==> config.mk <==
export PLATFORM = sky130hd
export DESIGN_NAME = alu_stream
export DESIGN_NICKNAME = d
export VERILOG_FILES = /design/src/rtl/alu_stream_pkg.sv /design/src/rtl/alu_mul_seq.sv /design/src/rtl/alu_stream.sv
export SDC_FILE = /design/constraint.sdc
export NUM_CORES = 1
export LEC_CHECK = 0
export BUFFER_PORTS_ARGS = -buffer_cell sky130_fd_sc_hd__clkbuf_2
export CELL_PAD_IN_SITES_DETAIL_PLACEMENT = 0
export CELL_PAD_IN_SITES_GLOBAL_PLACEMENT = 1
export CORE_UTILIZATION = 45
export CTS_CLUSTER_SIZE = 25
export DETAILED_ROUTE_END_ITERATION = 6
export PLACE_DENSITY_LB_ADDON = 0.1
export SLEW_MARGIN = 20
export SYNTH_ARGS = -nofsm -noshare
export SYNTH_HDL_FRONTEND = slang
export SYNTH_SLANG_ARGS = --single-unit
==> constraint.sdc <==
create_clock -name in_clock -period 6.1 [get_ports in_clock]
set_input_delay 0.915 -clock in_clock [delete_from_list [all_inputs] [get_ports in_clock]]
set_output_delay 0.915 -clock in_clock [all_outputs]
set_load 0.05 [all_outputs]
==> src/rtl/alu_stream_pkg.sv <==
// Shared definitions for the streaming ALU: opcodes, FSM states and flag bit positions.
package alu_stream_pkg;

    localparam logic [2:0] OP_ADD = 3'b000;
    localparam logic [2:0] OP_SUB = 3'b001;
    localparam logic [2:0] OP_AND = 3'b010;
    localparam logic [2:0] OP_OR  = 3'b011;
    localparam logic [2:0] OP_XOR = 3'b100;
    localparam logic [2:0] OP_SHL = 3'b101;
    localparam logic [2:0] OP_SHR = 3'b110;
    localparam logic [2:0] OP_MUL = 3'b111;

    typedef enum logic [1:0] {
        ST_IDLE = 2'd0,
        ST_MUL  = 2'd1,
        ST_DONE = 2'd2
    } state_e;

    localparam int FLAG_ZERO  = 0;
    localparam int FLAG_CARRY = 1;
    localparam int FLAG_OVF   = 2;
    localparam int FLAG_W     = 3;

endpackage

==> src/rtl/alu_mul_seq.sv <==
// Iterative unsigned shift-add multiplier: one multiplier bit per cycle, WIDTH cycles per product.
module alu_mul_seq
    import alu_stream_pkg::*;
#(
    parameter int WIDTH = 8
) (
    input  logic                 in_clock,
    input  logic                 in_reset_n,
    input  logic                 start,
    input  logic [WIDTH-1:0]     lhs,
    input  logic [WIDTH-1:0]     rhs,
    output logic                 busy,
    output logic                 done,
    output logic [2*WIDTH-1:0]   product
);

    localparam int CW = (WIDTH > 1) ? $clog2(WIDTH) : 1;
    localparam logic [CW-1:0] LAST = CW'(WIDTH - 1);

    logic                 busy_q;
    logic [CW-1:0]        cnt_q;
    logic [2*WIDTH-1:0]   acc_q, acc_d;
    logic [2*WIDTH-1:0]   mcand_q;
    logic [WIDTH-1:0]     mplier_q;

    // product is the accumulator including the current iteration, so it is final while done=1
    assign acc_d   = acc_q + (mplier_q[0] ? mcand_q : '0);
    assign done    = busy_q && (cnt_q == LAST);
    assign busy    = busy_q;
    assign product = acc_d;

    always_ff @(posedge in_clock or negedge in_reset_n) begin
        if (!in_reset_n) begin
            busy_q   <= 1'b0;
            cnt_q    <= '0;
            acc_q    <= '0;
            mcand_q  <= '0;
            mplier_q <= '0;
        end else if (start) begin
            busy_q   <= 1'b1;
            cnt_q    <= '0;
            acc_q    <= '0;
            mcand_q  <= {{WIDTH{1'b0}}, lhs};
            mplier_q <= rhs;
        end else if (busy_q) begin
            acc_q    <= acc_d;
            mcand_q  <= mcand_q << 1;
            mplier_q <= mplier_q >> 1;
            cnt_q    <= cnt_q + CW'(1);
            if (done) begin
                busy_q <= 1'b0;
            end
        end
    end

endmodule

==> src/rtl/alu_stream.sv <==
// Streaming ALU with valid/ready on both sides, registered result and flags, iterative multiply.
// Handshake: a transfer happens on a rising edge where valid && ready; outputs hold until taken.
module alu_stream
    import alu_stream_pkg::*;
#(
    parameter int WIDTH = 8
) (
    input  logic              in_clock,
    input  logic              in_reset_n,
    input  logic              in_valid,
    output logic              out_in_ready,
    input  logic [WIDTH-1:0]  in_lhs,
    input  logic [WIDTH-1:0]  in_rhs,
    input  logic [2:0]        in_function,
    output logic              out_valid,
    input  logic              in_out_ready,
    output logic [WIDTH-1:0]  out_result,
    output logic              out_zero,
    output logic              out_carry,
    output logic              out_overflow,
    output logic [1:0]        out_dbg_state
);

    localparam int SHW = $clog2(WIDTH) + 1;
    localparam logic [WIDTH-1:0] W_VAL = WIDTH'(WIDTH);

    state_e              state_q, state_d;
    logic [WIDTH-1:0]    result_q, result_d;
    logic [FLAG_W-1:0]   flags_q, flags_d;

    logic [WIDTH:0]      sum, diff;
    logic [WIDTH-1:0]    alu_res;
    logic                alu_carry, alu_ovf;
    logic                accept, is_mul;
    logic                mul_busy, mul_done;
    logic [2*WIDTH-1:0]  mul_product;

    assign sum  = {1'b0, in_lhs} + {1'b0, in_rhs};
    assign diff = {1'b0, in_lhs} - {1'b0, in_rhs};

    always_comb begin
        alu_res   = '0;
        alu_carry = 1'b0;
        alu_ovf   = 1'b0;
        case (in_function)
            OP_ADD: begin
                alu_res   = sum[WIDTH-1:0];
                alu_carry = sum[WIDTH];
                alu_ovf   = (in_lhs[WIDTH-1] == in_rhs[WIDTH-1]) && (sum[WIDTH-1] != in_lhs[WIDTH-1]);
            end
            OP_SUB: begin
                alu_res   = diff[WIDTH-1:0];
                alu_carry = diff[WIDTH];
                alu_ovf   = (in_lhs[WIDTH-1] != in_rhs[WIDTH-1]) && (diff[WIDTH-1] != in_lhs[WIDTH-1]);
            end
            OP_AND: alu_res = in_lhs & in_rhs;
            OP_OR:  alu_res = in_lhs | in_rhs;
            OP_XOR: alu_res = in_lhs ^ in_rhs;
            // the whole rhs is the shift amount; anything at or past WIDTH clears the result
            OP_SHL: alu_res = (in_rhs >= W_VAL) ? '0 : (in_lhs << in_rhs[SHW-1:0]);
            OP_SHR: alu_res = (in_rhs >= W_VAL) ? '0 : (in_lhs >> in_rhs[SHW-1:0]);
            default: alu_res = '0;
        endcase
    end

    assign out_in_ready = !mul_busy &&
                          ((state_q == ST_IDLE) || ((state_q == ST_DONE) && in_out_ready));
    assign accept       = in_valid && out_in_ready;
    assign is_mul       = (in_function == OP_MUL);

    alu_mul_seq #(.WIDTH(WIDTH)) u_mul (
        .in_clock   (in_clock),
        .in_reset_n (in_reset_n),
        .start      (accept && is_mul),
        .lhs        (in_lhs),
        .rhs        (in_rhs),
        .busy       (mul_busy),
        .done       (mul_done),
        .product    (mul_product)
    );

    always_comb begin
        state_d  = state_q;
        result_d = result_q;
        flags_d  = flags_q;
        case (state_q)
            ST_IDLE: if (accept) state_d = is_mul ? ST_MUL : ST_DONE;
            ST_MUL:  if (mul_done) state_d = ST_DONE;
            ST_DONE: begin
                if (accept)            state_d = is_mul ? ST_MUL : ST_DONE;
                else if (in_out_ready) state_d = ST_IDLE;
            end
            default: state_d = ST_IDLE;
        endcase

        if (accept && !is_mul) begin
            result_d            = alu_res;
            flags_d[FLAG_ZERO]  = (alu_res == '0);
            flags_d[FLAG_CARRY] = alu_carry;
            flags_d[FLAG_OVF]   = alu_ovf;
        end else if ((state_q == ST_MUL) && mul_done) begin
            result_d            = mul_product[WIDTH-1:0];
            flags_d[FLAG_ZERO]  = (mul_product[WIDTH-1:0] == '0);
            flags_d[FLAG_CARRY] = 1'b0;
            flags_d[FLAG_OVF]   = (mul_product[2*WIDTH-1:WIDTH] != '0);
        end
    end

    always_ff @(posedge in_clock or negedge in_reset_n) begin
        if (!in_reset_n) begin
            state_q  <= ST_IDLE;
            result_q <= '0;
            flags_q  <= '0;
        end else begin
            state_q  <= state_d;
            result_q <= result_d;
            flags_q  <= flags_d;
        end
    end

    assign out_valid     = (state_q == ST_DONE);
    assign out_result    = result_q;
    assign out_zero      = flags_q[FLAG_ZERO];
    assign out_carry     = flags_q[FLAG_CARRY];
    assign out_overflow  = flags_q[FLAG_OVF];
    assign out_dbg_state = state_q;

endmodule

-- Yosys cells after proc, flatten, opt, wreduce, memory -nomap -nowiden
Index checks and enable logic that the tools add are counted.
- flip-flop bits (word level): 57
- output and inout port bits: 15
- add/sub/neg operators: 4
- order comparisons: 1
- eq/ne operators: 17
- shift-type cells: 2
- muxes and demuxes: 27
- bitwise gates (word level): 3
- reductions and logical operators: 20
- operator list (cell ; count):
    16-bit two-way mux ; 5
    8-bit one-hot mux with 7 select lines ; 1
    8-bit two-way mux ; 6
    16-bit adder ; 1
    8-bit logical NOT ; 2
    3-bit equality test, second input constant ; 5
    3-bit two-way mux ; 4
    2-bit two-way mux ; 5
    8-bit by 8-bit adder with 9-bit output ; 1
    1-bit logical AND ; 9
    8-bit by 8-bit subtractor with 9-bit output ; 1
    8-bit AND ; 1
    8-bit by 4-bit >= comparator with 1-bit output, second input constant ; 1
    8-bit OR ; 1
    8-bit nonzero test ; 1
    8-bit by 4-bit left shift with 8-bit output ; 1
    8-bit by 4-bit >> shifter with 8-bit output ; 1
    8-bit XOR ; 1
    3-bit by 2-bit equality test with 1-bit output, second input constant ; 2
    2-bit one-hot mux with 3 select lines ; 1
    2-bit inequality test, second input constant ; 2
    1-bit one-hot mux with 2 select lines ; 2
    2-bit nonzero test ; 2
    3-bit by 1-bit adder with 3-bit output, second input constant ; 1
    12 further kinds ; 17

-- Longest topological paths before layout
Gate-level depths: netlist (run 1).
- depth in word-level cells: 7
- mapped depth: 12

-- By module
From an unflattened synthesis (run 1), not the netlist that was laid out.
- cells, all modules: 631
- area total of the unflattened synthesis: 5351.4 µm²
- modules (own cells, without submodules) (module ; instances ; cells each ; area an instance (µm²) ; sequential area each (µm²)):
    alu_mul_seq ; 1 ; 303 ; 2842.7 ; 1101.1
    alu_stream ; 1 ; 328 ; 2508.7 ; 325.3

-- Least setup slack after synthesis (run 1)
Ideal clock, no wire load.
- path kind: input to register
- start point: in in_out_ready
- end point: reg u_mul.mcand_q[5]
- setup time: 126 ps
- arrival: 2864 ps
- path slack: 3110 ps
- stages on the path: 8
- path through: inv_2 -> a211oi_2 -> and2_1 -> buf_2 -> and4_1 -> nor2_1 -> buf_2 -> a221o_1
- longest elaborated chain between the ends: 6
- elaborated cells between the ends (all ways): 7
- classes of those cells: mux: 1; reduce/logical: 6
- RTL lines (element ; line ; text):
    from (decl) ; alu_stream.sv:16 ; input logic in_out_ready,
    1-bit logical AND * ; alu_stream.sv:67 ; ((state_q == ST_IDLE) || ((state_q == ST_DONE) && in_out_ready));
    1-bit logical OR * ; alu_stream.sv:67 ;
    1-bit logical AND * ; alu_stream.sv:66 ; assign out_in_ready = !mul_busy &&
    named net out_in_ready ; alu_stream.sv:11 ; output logic out_in_ready,
    1-bit logical AND * ; alu_stream.sv:68 ; assign accept = in_valid && out_in_ready;
    1-bit logical AND * ; alu_stream.sv:74 ; .start (accept && is_mul),
    16-bit two-way mux or 2-bit nonzero test (tied branches) ; -- ;
    to (signal assigned) ; alu_mul_seq.sv:43 ; mcand_q <= {{WIDTH{1'b0}}, lhs};
    to (signal assigned) ; alu_mul_seq.sv:47 ; mcand_q <= mcand_q << 1;
    to (decl) ; alu_mul_seq.sv:23 ; logic [2*WIDTH-1:0] mcand_q;
Mark *: on every way through the listed nets, which the timed path passes. The rest lies on a longest branch.
A chain may end at the register's enable or synchronous reset.

-- Worst setup path in the final report (run 1)
- start point: reg u_mul.mplier_q[0]
- end point: reg flags_q[2]
- longest elaborated chain between the ends: 5
- RTL lines (element ; line ; text):
    from (decl) ; alu_mul_seq.sv:24 ; logic [WIDTH-1:0] mplier_q;
    from (signal assigned) ; alu_mul_seq.sv:44 ; mplier_q <= rhs;
    from (signal assigned) ; alu_mul_seq.sv:48 ; mplier_q <= mplier_q >> 1;
    16-bit two-way mux ; alu_mul_seq.sv:27 ; assign acc_d = acc_q + (mplier_q[0] ? mcand_q : '0);
    16-bit adder ; alu_mul_seq.sv:27 ;
    8-bit nonzero test ; alu_stream.sv:105 ; flags_d[FLAG_OVF] = (mul_product[2*WIDTH-1:WIDTH] != '0);
    3-bit two-way mux ; alu_stream.sv:101 ; end else if ((state_q == ST_MUL) && mul_done) begin
    3-bit two-way mux ; alu_stream.sv:96 ; if (accept && !is_mul) begin
    to (signal assigned) ; alu_stream.sv:117 ; flags_q <= flags_d;
    to (decl) ; alu_stream.sv:29 ; logic [FLAG_W-1:0] flags_q, flags_d;
No other way between the ends. The select of a mux whose other input is x is not followed.

==> impl_metrics.tcl, run 1 <==
set metrics [dict create \
    status "complete, no violations" \
    final_cell_count_no_fill 722 \
    setup_viol 0 \
    h-tree-depth 3 \
    r2r-start "u_mul.mplier_q[0]$_DFFE_PN0P_" \
    die_x_um 105.5 \
    crit_slowest_cell "dfrtp_1" \
    critPathMaxFanout 17 \
    ys_dominant_reg_cell "dfrtp_1" \
    vias 4166 \
    tightest_slew_ns 0.7985 \
    clockPowerShare_pct 20.7 \
    cp_data_arrival_time_ns 3.52 \
    power.internal_mw 1.056 \
    synthCells 559 \
    clock_path_buffers 2 \
    syn_to_final_growth_pct 9.299 \
    synth_top_area_share_pct 29.61 \
    drt_iter0_markers 169 \
    cts_buffers 9 \
    antenna_found_initial 0 \
    maxCapViolCount 0 \
    regArea_um2 1428 \
    drt_wl_total_um 12850 \
    synth_edf_count 0 \
    critPathMaxStageDelay_ns 0.59 \
    nFillCells 1037 \
    p_per_area_nw_per_um2 366.8 \
    grt_pass1_vias 4149 \
    power_leakage_nw 2.407 \
    diodes 0 \
    fin_crit_ns 3.326 \
    multi_input_area_um2 3127 \
    syn-num-nets 627 \
    clk_pin_slew_worst_paths_ns 0.08 \
    grt_pass1_wl_um 21250 \
    grt_use_total_pct 24.26 \
    p_seq_share_pct 33.5 \
    post_cts_buffers 0 \
    gp_congestion 0.9123 \
    synth_warnings 0 \
    tritoncts "done" \
    via_per_inst 5.770 \
    p_sw_mw 0.8748 \
    overflow 0 \
    crit_buf_inv 0 \
    tns_ns 0 \
    synth_cell_types 67 \
    finalCritPeriodShare_pct 54.52 \
    ys_seq_area_share_pct 29.61 \
    worstPathCellList "and2_1 > ha_1 > fa_1 > a21o_1 > o2bb2ai_1 > a211oi_2 > nor2_1 > xnor2_1 > or3_1 > nor4_1 > a41oi_1" \
    crit_type "reg -> reg" \
    cp-end-kind "flop" \
    async_flop_share_pct 100.0 \
    dieArea_um2 11120 \
    ir_worst_vdd_mv 0.2492 \
    skew_ns 0.01982 \
    die_h_um 105.5 \
    cp_top_family "simple AND/OR/NAND/NOR gates" \
    hold_viol_final 0 \
    worst_setup_path_start_kind "flop" \
    start_util_pct 46.45 \
    final_max_slew_viol_count 0 \
    r2r_end "flags_q[2]$_DFFE_PN0P_" \
    nets 649 \
    drt-wirelength-per-cell_um 17.80 \
    holdCritPathClass "reg -> reg" \
    drc_errors 0 \
    cts_root_buf "clkbuf_8" \
    clock_latency_ns 0.34 \
    p_comb_share_pct 45.8 \
    grt_setup_unrepaired "no" \
    hold_buffers 0 \
    rrSetupSlack_ns 2.77 \
    fmax_mhz 300.7 \
    avgSynthCellArea_um2 8.617 \
    hold_depth 2 \
    relSlewSlack_pct 46.77 \
    synth_area_um2 4817 \
    grt_max_degree 60 \
    ant_nets 0 \
    holdCritStartpoint "u_mul.acc_q[13]$_DFFE_PN0P_" \
    dp_cells 706 \
    portBuffers 37 \
    drive_gt1_share_pct 13.82 \
    yosysTopAreaCell "dfrtp_1" \
    clock-sinks 57 \
    pin_count 38 \
    detail_route.first_pass.iterations 5 \
    ctsResizeCount 0 \
    synthTopCellsByArea "dfrtp_1 (30%), ha_1 (11%), nand2_1 (5.9%)" \
    hold_end "u_mul.acc_q[13]$_DFFE_PN0P_" \
    synth-seq-cells 57 \
    core_area_um2 10370 \
    worst-endpoint-required_ns 6.30 \
    worstRegToRegCells 11 \
    hpwl_um 9623 \
    swShare_pct 45.30 \
    rows 37 \
]
[final cells by class]
| class | count | share of cell area (%) |
|---|---|---|
| clock buffer | 11 | 2.495 |
| clock inverter | 5 | 1.545 |
| inverter | 30 | 2.139 |
| multi-input combinational | 442 | 59.39 |
| sequential | 57 | 27.12 |
| tap | 136 | 3.232 |
| timing repair buffer | 41 | 4.087 |
[logic make-up (layout without fill, tap and decap cells)]
| kind of cell | count (synthesis) | after routing | synth area share (%) |
|---|---|---|---|
| compound gates | 179 | 179 | 24.94 |
| simple gates | 173 | 173 | 17.01 |
| buf+inv | 60 | 87 | 5.532 |
| flops | 57 | 57 | 29.61 |
| fa+ha+maj | 45 | 45 | 12.16 |
| xor+xnor | 23 | 23 | 4.182 |
| mux | 22 | 22 | 6.572 |
[flip-flops by register name, indices dropped and copies added, names as in the netlist]
register	cells
u_mul.mcand_q	16
u_mul.mplier_q	8
out_result	8
flags_q	3
u_mul.busy	1
out_dbg_state	2
u_mul.acc_q	16
u_mul.cnt_q	3
[how the worst max path moves through the flow]
stage                                   from                      endpoint  cells after the start
5_1_grt        u_mul.mplier_q[0]$_DFFE_PN0P_        flags_q[2]$_DFFE_PN0P_                     11
3_3_place_gp                       in_rhs[0]        flags_q[0]$_DFFE_PN0P_                     11
6_report       u_mul.mplier_q[0]$_DFFE_PN0P_        flags_q[2]$_DFFE_PN0P_                     11
3_5_place_dp                       in_rhs[0]        flags_q[0]$_DFFE_PN0P_                     11
2_1_floorplan                   in_out_ready  u_mul.mcand_q[5]$_DFFE_PN0P_                      8
4_1_cts        u_mul.mplier_q[0]$_DFFE_PN0P_        flags_q[2]$_DFFE_PN0P_                     11
[worst min-delay path, cell delays in order, from the launching register on]
cell and delay [ns]:
dfrtp_1 0.36, nand2_1 0.05, o21ai_0 0.06
[power by group through the flow]
| stage | Combinational, mW | Sequential, mW | Clock, mW |
|---|---|---|---|
| floorplan | 0.575 | 0.733 | 0 |
| global placement | 0.874 | 0.648 | 0 |
| detailed placement | 0.884 | 0.655 | 0 |
| CTS | 0.889 | 0.647 | 0.403 |
| global route | 0.983 | 0.665 | 0.422 |
| finish | 0.885 | 0.646 | 0.400 |
[synthesized netlist by cell type (8+ instances only)]
library cell,n
clkbuf_1,13
a21oi_1,26
and2_1,17
a211oi_1,9
dfrtp_1,57
buf_2,12
o22ai_1,8
xnor2_1,18
nand2_1,76
o21ai_1,10
ha_1,42
mux2i_1,11
inv_1,26
a22oi_1,16
nand3_1,10
nor2_1,33
a221o_1,9
o21ai_0,48
[metrics by stage]
stage	area, µm²	power (mW)	hold slack [ns]	utilization, %	worst slack [ns]
floorplan	4817	1.308	0.4563	-	3.110
global placement	5050	1.522	0.4739	48.70	2.666
detailed placement	5050	1.539	0.4908	48.70	2.599
CTS	5263	1.940	0.5079	50.75	2.783
global route	5265	2.070	0.5421	50.77	2.583
finish	5265	1.931	0.5034	50.77	2.774
[layout by cell type (no fill, tap or decap), types with 4 or more instances in the layout]
cell type  synthesis  layout
a211oi_1           9       9
a211oi_2           4       4
a21o_1             7       7
a21oi_1           26      26
a221o_1            9       9
a221oi_1           4       4
a22oi_1           16      16
and2_1            17      17
buf_4              1       4
clkbuf_2           0      37
clkbuf_8           0       9
dfrtp_1           57      56
ha_1              42      42
inv_1             26      26
inv_2              4       4
mux2i_1           11      11
mux4_2             6       6
nand2_1           76      76
nand3_1           10      10
nand4_1            4       4
nor2_1            33      32
nor3_1             7       7
o211ai_1           5       5
o21ai_0           48      48
o21ai_1           10      10
o21bai_1           6       6
o22ai_1            8       8
xnor2_1           18      18
xor2_1             5       5
[layer usage]
layer  vias to the layer above  routed length (µm)  global-route usage [%]
li1                       2066                   -                       -
met1                      2017                5938                   30.73
met2                        69                6364                   42.90
met3                        14                 318                   2.907
met4                         0                 227                   7.646
met5                         -                   0                       0
Power figures use the tool's default switching activity.
==> run 2, diff against run 1 <==
==> constraint.sdc (replaced) <==
create_clock -name in_clock -period 3.4 [get_ports in_clock]
set_input_delay 0.51 -clock in_clock [delete_from_list [all_inputs] [get_ports in_clock]]
set_output_delay 0.51 -clock in_clock [all_outputs]
set_load 0.05 [all_outputs]
==> run 2 against run 1 <==
Net effect:
- die area unchanged
- worst setup slack worse by 2.4 ns
- critical path depth unchanged
- clock-buffer cell count up 4
- via count up 1.8%
- combinational power up 86%
- final area up 0.17%
- critical path type unchanged
- largest power group unchanged
==> impl_metrics.tcl, run 2 (synthesis results as in run 1) <==
set metrics [dict create \
    status "complete, no violations" \
    clock_path_buffers 2 \
    grt_pass1_vias 4213 \
    clock_latency_ns 0.35 \
    core_area_um2 10370 \
    relSlewSlack_pct 35.42 \
    rows 37 \
    worst-endpoint-required_ns 3.60 \
    h-tree-depth 3 \
    dp_cells 715 \
    via_per_inst 5.810 \
    cts_root_buf "clkbuf_8" \
    finalCritPeriodShare_pct 88.45 \
    crit_buf_inv 0 \
    ctsResizeCount 0 \
    grt_max_degree 59 \
    grt_use_total_pct 25.66 \
    cp_data_arrival_time_ns 3.21 \
    fmax_mhz 332.5 \
    whs_ns 0.1036 \
    die_h_um 105.5 \
    final_cell_count_no_fill 730 \
    crit_type "reg -> reg" \
    worst_setup_path_start_kind "flop" \
    final_max_slew_viol_count 0 \
    skew_ns 0.009596 \
    clk_pin_slew_worst_paths_ns 0.07 \
    power_leakage_nw 2.425 \
    dieArea_um2 11120 \
    critPathMaxStageDelay_ns 0.41 \
    antenna_found_initial 0 \
    hold_viol_final 0 \
    drc_errors 0 \
    portBuffers 37 \
    holdCritPathClass "in -> async" \
    hold_buffers 0 \
    tightest_slew_ns 0.9652 \
    overflow 0 \
    maxCapViolCount 0 \
    critPathMaxFanout 3 \
    ant_nets 0 \
    detail_route.first_pass.iterations 4 \
    top_regs "u_mul.acc_q (16), u_mul.mcand_q (16)" \
    clock-sinks 57 \
    nets 658 \
    drive_gt1_share_pct 14.31 \
    fin_crit_ns 3.007 \
    cp-end-kind "flop" \
    setup_viol 0 \
    final_common_cell "nand2_1" \
    drt_wl_total_um 13340 \
    tritoncts "done" \
    grt_pass1_wl_um 21960 \
    drt_iter0_markers 217 \
    pin_count 38 \
    syn_to_final_growth_pct 9.481 \
    cp_top_family "simple AND/OR/NAND/NOR gates" \
    cts_buffers 9 \
    p_per_area_nw_per_um2 629.7 \
    diodes 0 \
    hpwl_um 10210 \
    post_cts_buffers 0 \
    worstPathCellList "and2_1 > ha_1 > fa_1 > a21o_1 > o2bb2ai_1 > a211oi_2 > nor2_1 > xnor2_1 > or3_1 > nor4_1 > a41oi_1" \
    start_util_pct 46.45 \
    layout_common_cells "nand2_1 (76), dfrtp_1 (56), o21ai_0 (48)" \
    gp_congestion 0.9180 \
    ir_worst_vdd_mv 0.3714 \
    grt_setup_unrepaired "no" \
    tns_ns 0 \
    crit_slowest_cell "fa_1" \
    drt-wirelength-per-cell_um 18.27 \
    vias 4241 \
    die_x_um 105.5 \
]
==> run 2: layout make-up <==
type | instances | area (µm²)
Multi-Input combinational cell | 442 | 3124
Inverter | 30 | 112.6
Fill cell | 1036 | 5096
Timing Repair Buffer | 50 | 282.8
Tap cell | 136 | 170.2
Clock buffer | 15 | 156.4
Sequential cell | 57 | 1428
==> run 2: final timing paths <==
check | start | end | slack, ns | cells after the start
worst max-delay path | u_mul.mplier_q[0]$_DFFE_PN0P_ | flags_q[2]$_DFFE_PN0P_ | 0.39 | 11
min in group in_clock | in_rhs[3] | u_mul.mplier_q[3]$_DFFE_PN0P_ | 0.42 | 3
worst min-delay path | in_reset_n | out_result[1]$_DFFE_PN0P_ | 0.10 | 1
worst min register to register | out_result[2]$_DFFE_PN0P_ | out_result[2]$_DFFE_PN0P_ | 0.48 | 2
max in group asynchronous | in_reset_n | u_mul.busy$_DFF_PN0_ | 2.39 | 2
worst max register to register | u_mul.mplier_q[0]$_DFFE_PN0P_ | flags_q[2]$_DFFE_PN0P_ | 0.39 | 11
==> run 2: power by group <==
group          switching [mW]  internal [mW]
Sequential              0.186          0.945
Combinational            1.09          0.562
Clock                   0.256          0.282
==> run 2: metal layers <==
metal	share of wire, %	vias to the layer above	track usage [%]
met5	0	-	0
li1	-	2094	-
met2	51	83	45.68
met1	44	2043	30.56
met4	2.4	0	10.26
met3	3.1	21	4.391
==> run 2: metrics by stage <==
stage | util, % | total power, mW | area [µm²] | setup WS [ns]
floorplan | - | 2.347 | 4817 | 0.7080
global placement | 49.35 | 2.770 | 5117 | 0.4133
detailed placement | 49.35 | 2.796 | 5117 | 0.4458
CTS | 50.86 | 3.356 | 5274 | 0.4295
global route | 50.86 | 3.581 | 5274 | 0.2368
finish | 50.86 | 3.321 | 5274 | 0.3927
==> run 3, diff against run 2 <==
--- a/config.mk
+++ b/config.mk
@@ -9,6 +9,7 @@
 export CELL_PAD_IN_SITES_DETAIL_PLACEMENT = 0
 export CELL_PAD_IN_SITES_GLOBAL_PLACEMENT = 1
 export CORE_UTILIZATION = 45
+export CTS_BUF_LIST = sky130_fd_sc_hd__clkbuf_8 sky130_fd_sc_hd__clkbuf_16
 export CTS_CLUSTER_SIZE = 25
 export DETAILED_ROUTE_END_ITERATION = 6
 export PLACE_DENSITY_LB_ADDON = 0.1
==> run 3 against run 2 <==
Net effect:
- first-iteration DRC count shrank 4.1%
- register-to-register slack about the same
- core utilization unchanged
- sequential share of layout area unchanged
- clock-buffer cell count down 5
- critical path depth stayed put
- flip-flop and latch count stayed put
- largest power group unchanged
==> impl_metrics.tcl, run 3 (synthesis results as in run 1) <==
set metrics [dict create \
    syn_to_final_growth_pct 9.481 \
    tritoncts "done" \
    hold_viol_final 0 \
    relSlewSlack_pct 34.65 \
    core_area_um2 10370 \
    tightest_slew_ns 0.9767 \
    drt_iter0_markers 208 \
    overflow 0 \
    worst_setup_path_start_kind "flop" \
    power_leakage_nw 2.446 \
    vias 4241 \
    worstRegToRegCells 11 \
    drc_errors 0 \
    diodes 0 \
    cp_top_family "simple AND/OR/NAND/NOR gates" \
    detail_route.first_pass.iterations 5 \
    fmax_mhz 332.3 \
    final_max_slew_viol_count 0 \
    critPathMaxStageDelay_ns 0.41 \
    hpwl_um 10210 \
    ant_nets 0 \
    dr_wl_met3_um 463 \
    skew_ns 0.009702 \
    post_cts_buffers 0 \
    die_h_um 105.5 \
    cp-end-kind "flop" \
    layout_common_cells "nand2_1 (76), dfrtp_1 (56), o21ai_0 (48)" \
    crit_type "reg -> reg" \
    via_per_inst 5.810 \
    r2r-start "u_mul.mcand_q[0]$_DFFE_PN0P_" \
    hold_buffers 0 \
    clock-sinks 57 \
    top_layer "met4" \
    worst-endpoint-required_ns 3.60 \
    worst_slack_ns 0.3905 \
    drt-wirelength-per-cell_um 18.29 \
    start_util_pct 46.45 \
    clock_latency_ns 0.35 \
    r2r_end "flags_q[2]$_DFFE_PN0P_" \
    clk_pin_slew_worst_paths_ns 0.07 \
    setup_viol 0 \
    cts_root_buf "clkbuf_8" \
    portBuffers 37 \
    ctsResizeCount 0 \
    drive_gt1_share_pct 14.31 \
    post-place-ws_ns 0.4458 \
    grt_setup_unrepaired "no" \
    worstPathCellList "and2_1 > ha_1 > fa_1 > a21o_1 > o2bb2ai_1 > a211oi_2 > nor2_1 > xnor2_1 > or3_1 > nor4_1 > a41oi_1" \
    gp_congestion 0.9180 \
    h-tree-depth 3 \
    top_regs "u_mul.acc_q (16), u_mul.mcand_q (16)" \
    grt_max_degree 59 \
    crit_slowest_cell "fa_1" \
    cts_buffers 9 \
    dieArea_um2 11120 \
    finalCritPeriodShare_pct 88.51 \
    status "complete, no violations" \
    final_cell_count_no_fill 730 \
    dp_cells 715 \
    p_per_area_nw_per_um2 627.5 \
    pin_count 38 \
    antenna_found_initial 0 \
    critPathMaxFanout 3 \
    grt_pass1_vias 4213 \
    drt_wl_total_um 13360 \
    maxCapViolCount 0 \
    nets 658 \
    holdCritPathClass "in -> async" \
    ir_worst_vdd_mv 0.3717 \
    final_common_cell "nand2_1" \
    clock_path_buffers 2 \
    crit_buf_inv 0 \
    nFillCells 1036 \
    die_x_um 105.5 \
    tns_ns 0 \
    wl_met1_um 5816 \
    rows 37 \
    grt_use_total_pct 25.66 \
    grt_pass1_wl_um 21960 \
    dr_wl_met2_um 6734 \
    cp_data_arrival_time_ns 3.21 \
    fin_crit_ns 3.009 \
    rrSetupSlack_ns 0.39 \
]
==> run 3: worst max-delay path by stage <==
stage	cells past startpoint	end	slack (ns)	start
global route	11	flags_q[2]$_DFFE_PN0P_	0.24	u_mul.mcand_q[0]$_DFFE_PN0P_
finish	11	flags_q[2]$_DFFE_PN0P_	0.39	u_mul.mcand_q[0]$_DFFE_PN0P_
CTS	11	flags_q[2]$_DFFE_PN0P_	0.43	u_mul.mplier_q[0]$_DFFE_PN0P_
global placement	11	flags_q[2]$_DFFE_PN0P_	0.41	u_mul.mplier_q[0]$_DFFE_PN0P_
floorplan	7	u_mul.mcand_q[5]$_DFFE_PN0P_	0.71	out_dbg_state[1]$_DFFE_PN0P_
detailed placement	11	flags_q[2]$_DFFE_PN0P_	0.45	u_mul.mplier_q[0]$_DFFE_PN0P_
==> run 3: final cells by class <==
class	count	area [µm²]	share of cell area, %
clock buffer	10	137.6	2.610
inverter	30	112.6	2.135
sequential	57	1428	27.07
multi-input combinational	442	3124	59.24
clock inverter	5	18.77	0.3559
tap	136	170.2	3.227
timing repair buffer	50	282.8	5.362
==> run 3: stage by stage <==
stage | total power [mW] | hold WS, ns | util, % | cell area, µm²
2_1_floorplan | 2.347 | 0.2144 | - | 4817
3_3_place_gp | 2.770 | 0.4729 | 49.35 | 5117
3_5_place_dp | 2.796 | 0.4743 | 49.35 | 5117
4_1_cts | 3.342 | 0.09655 | 50.86 | 5274
5_1_grt | 3.567 | 0.1127 | 50.86 | 5274
6_report | 3.309 | 0.1039 | 50.86 | 5274
==> run 3: routing by layer <==
metal,global-route usage [%],up-vias
li1,-,2092
met1,30.56,2032
met2,45.68,94
met3,4.391,23
met4,10.26,0
met5,0,-
==> run 3: power by group <==
group / leakage, nW / internal (mW) / switching [mW]
Clock: 0.0985 / 0.267 / 0.258
Sequential: 0.755 / 0.945 / 0.186
Combinational: 1.59 / 0.562 / 1.09
Total: 2.45 / 1.77 / 1.53
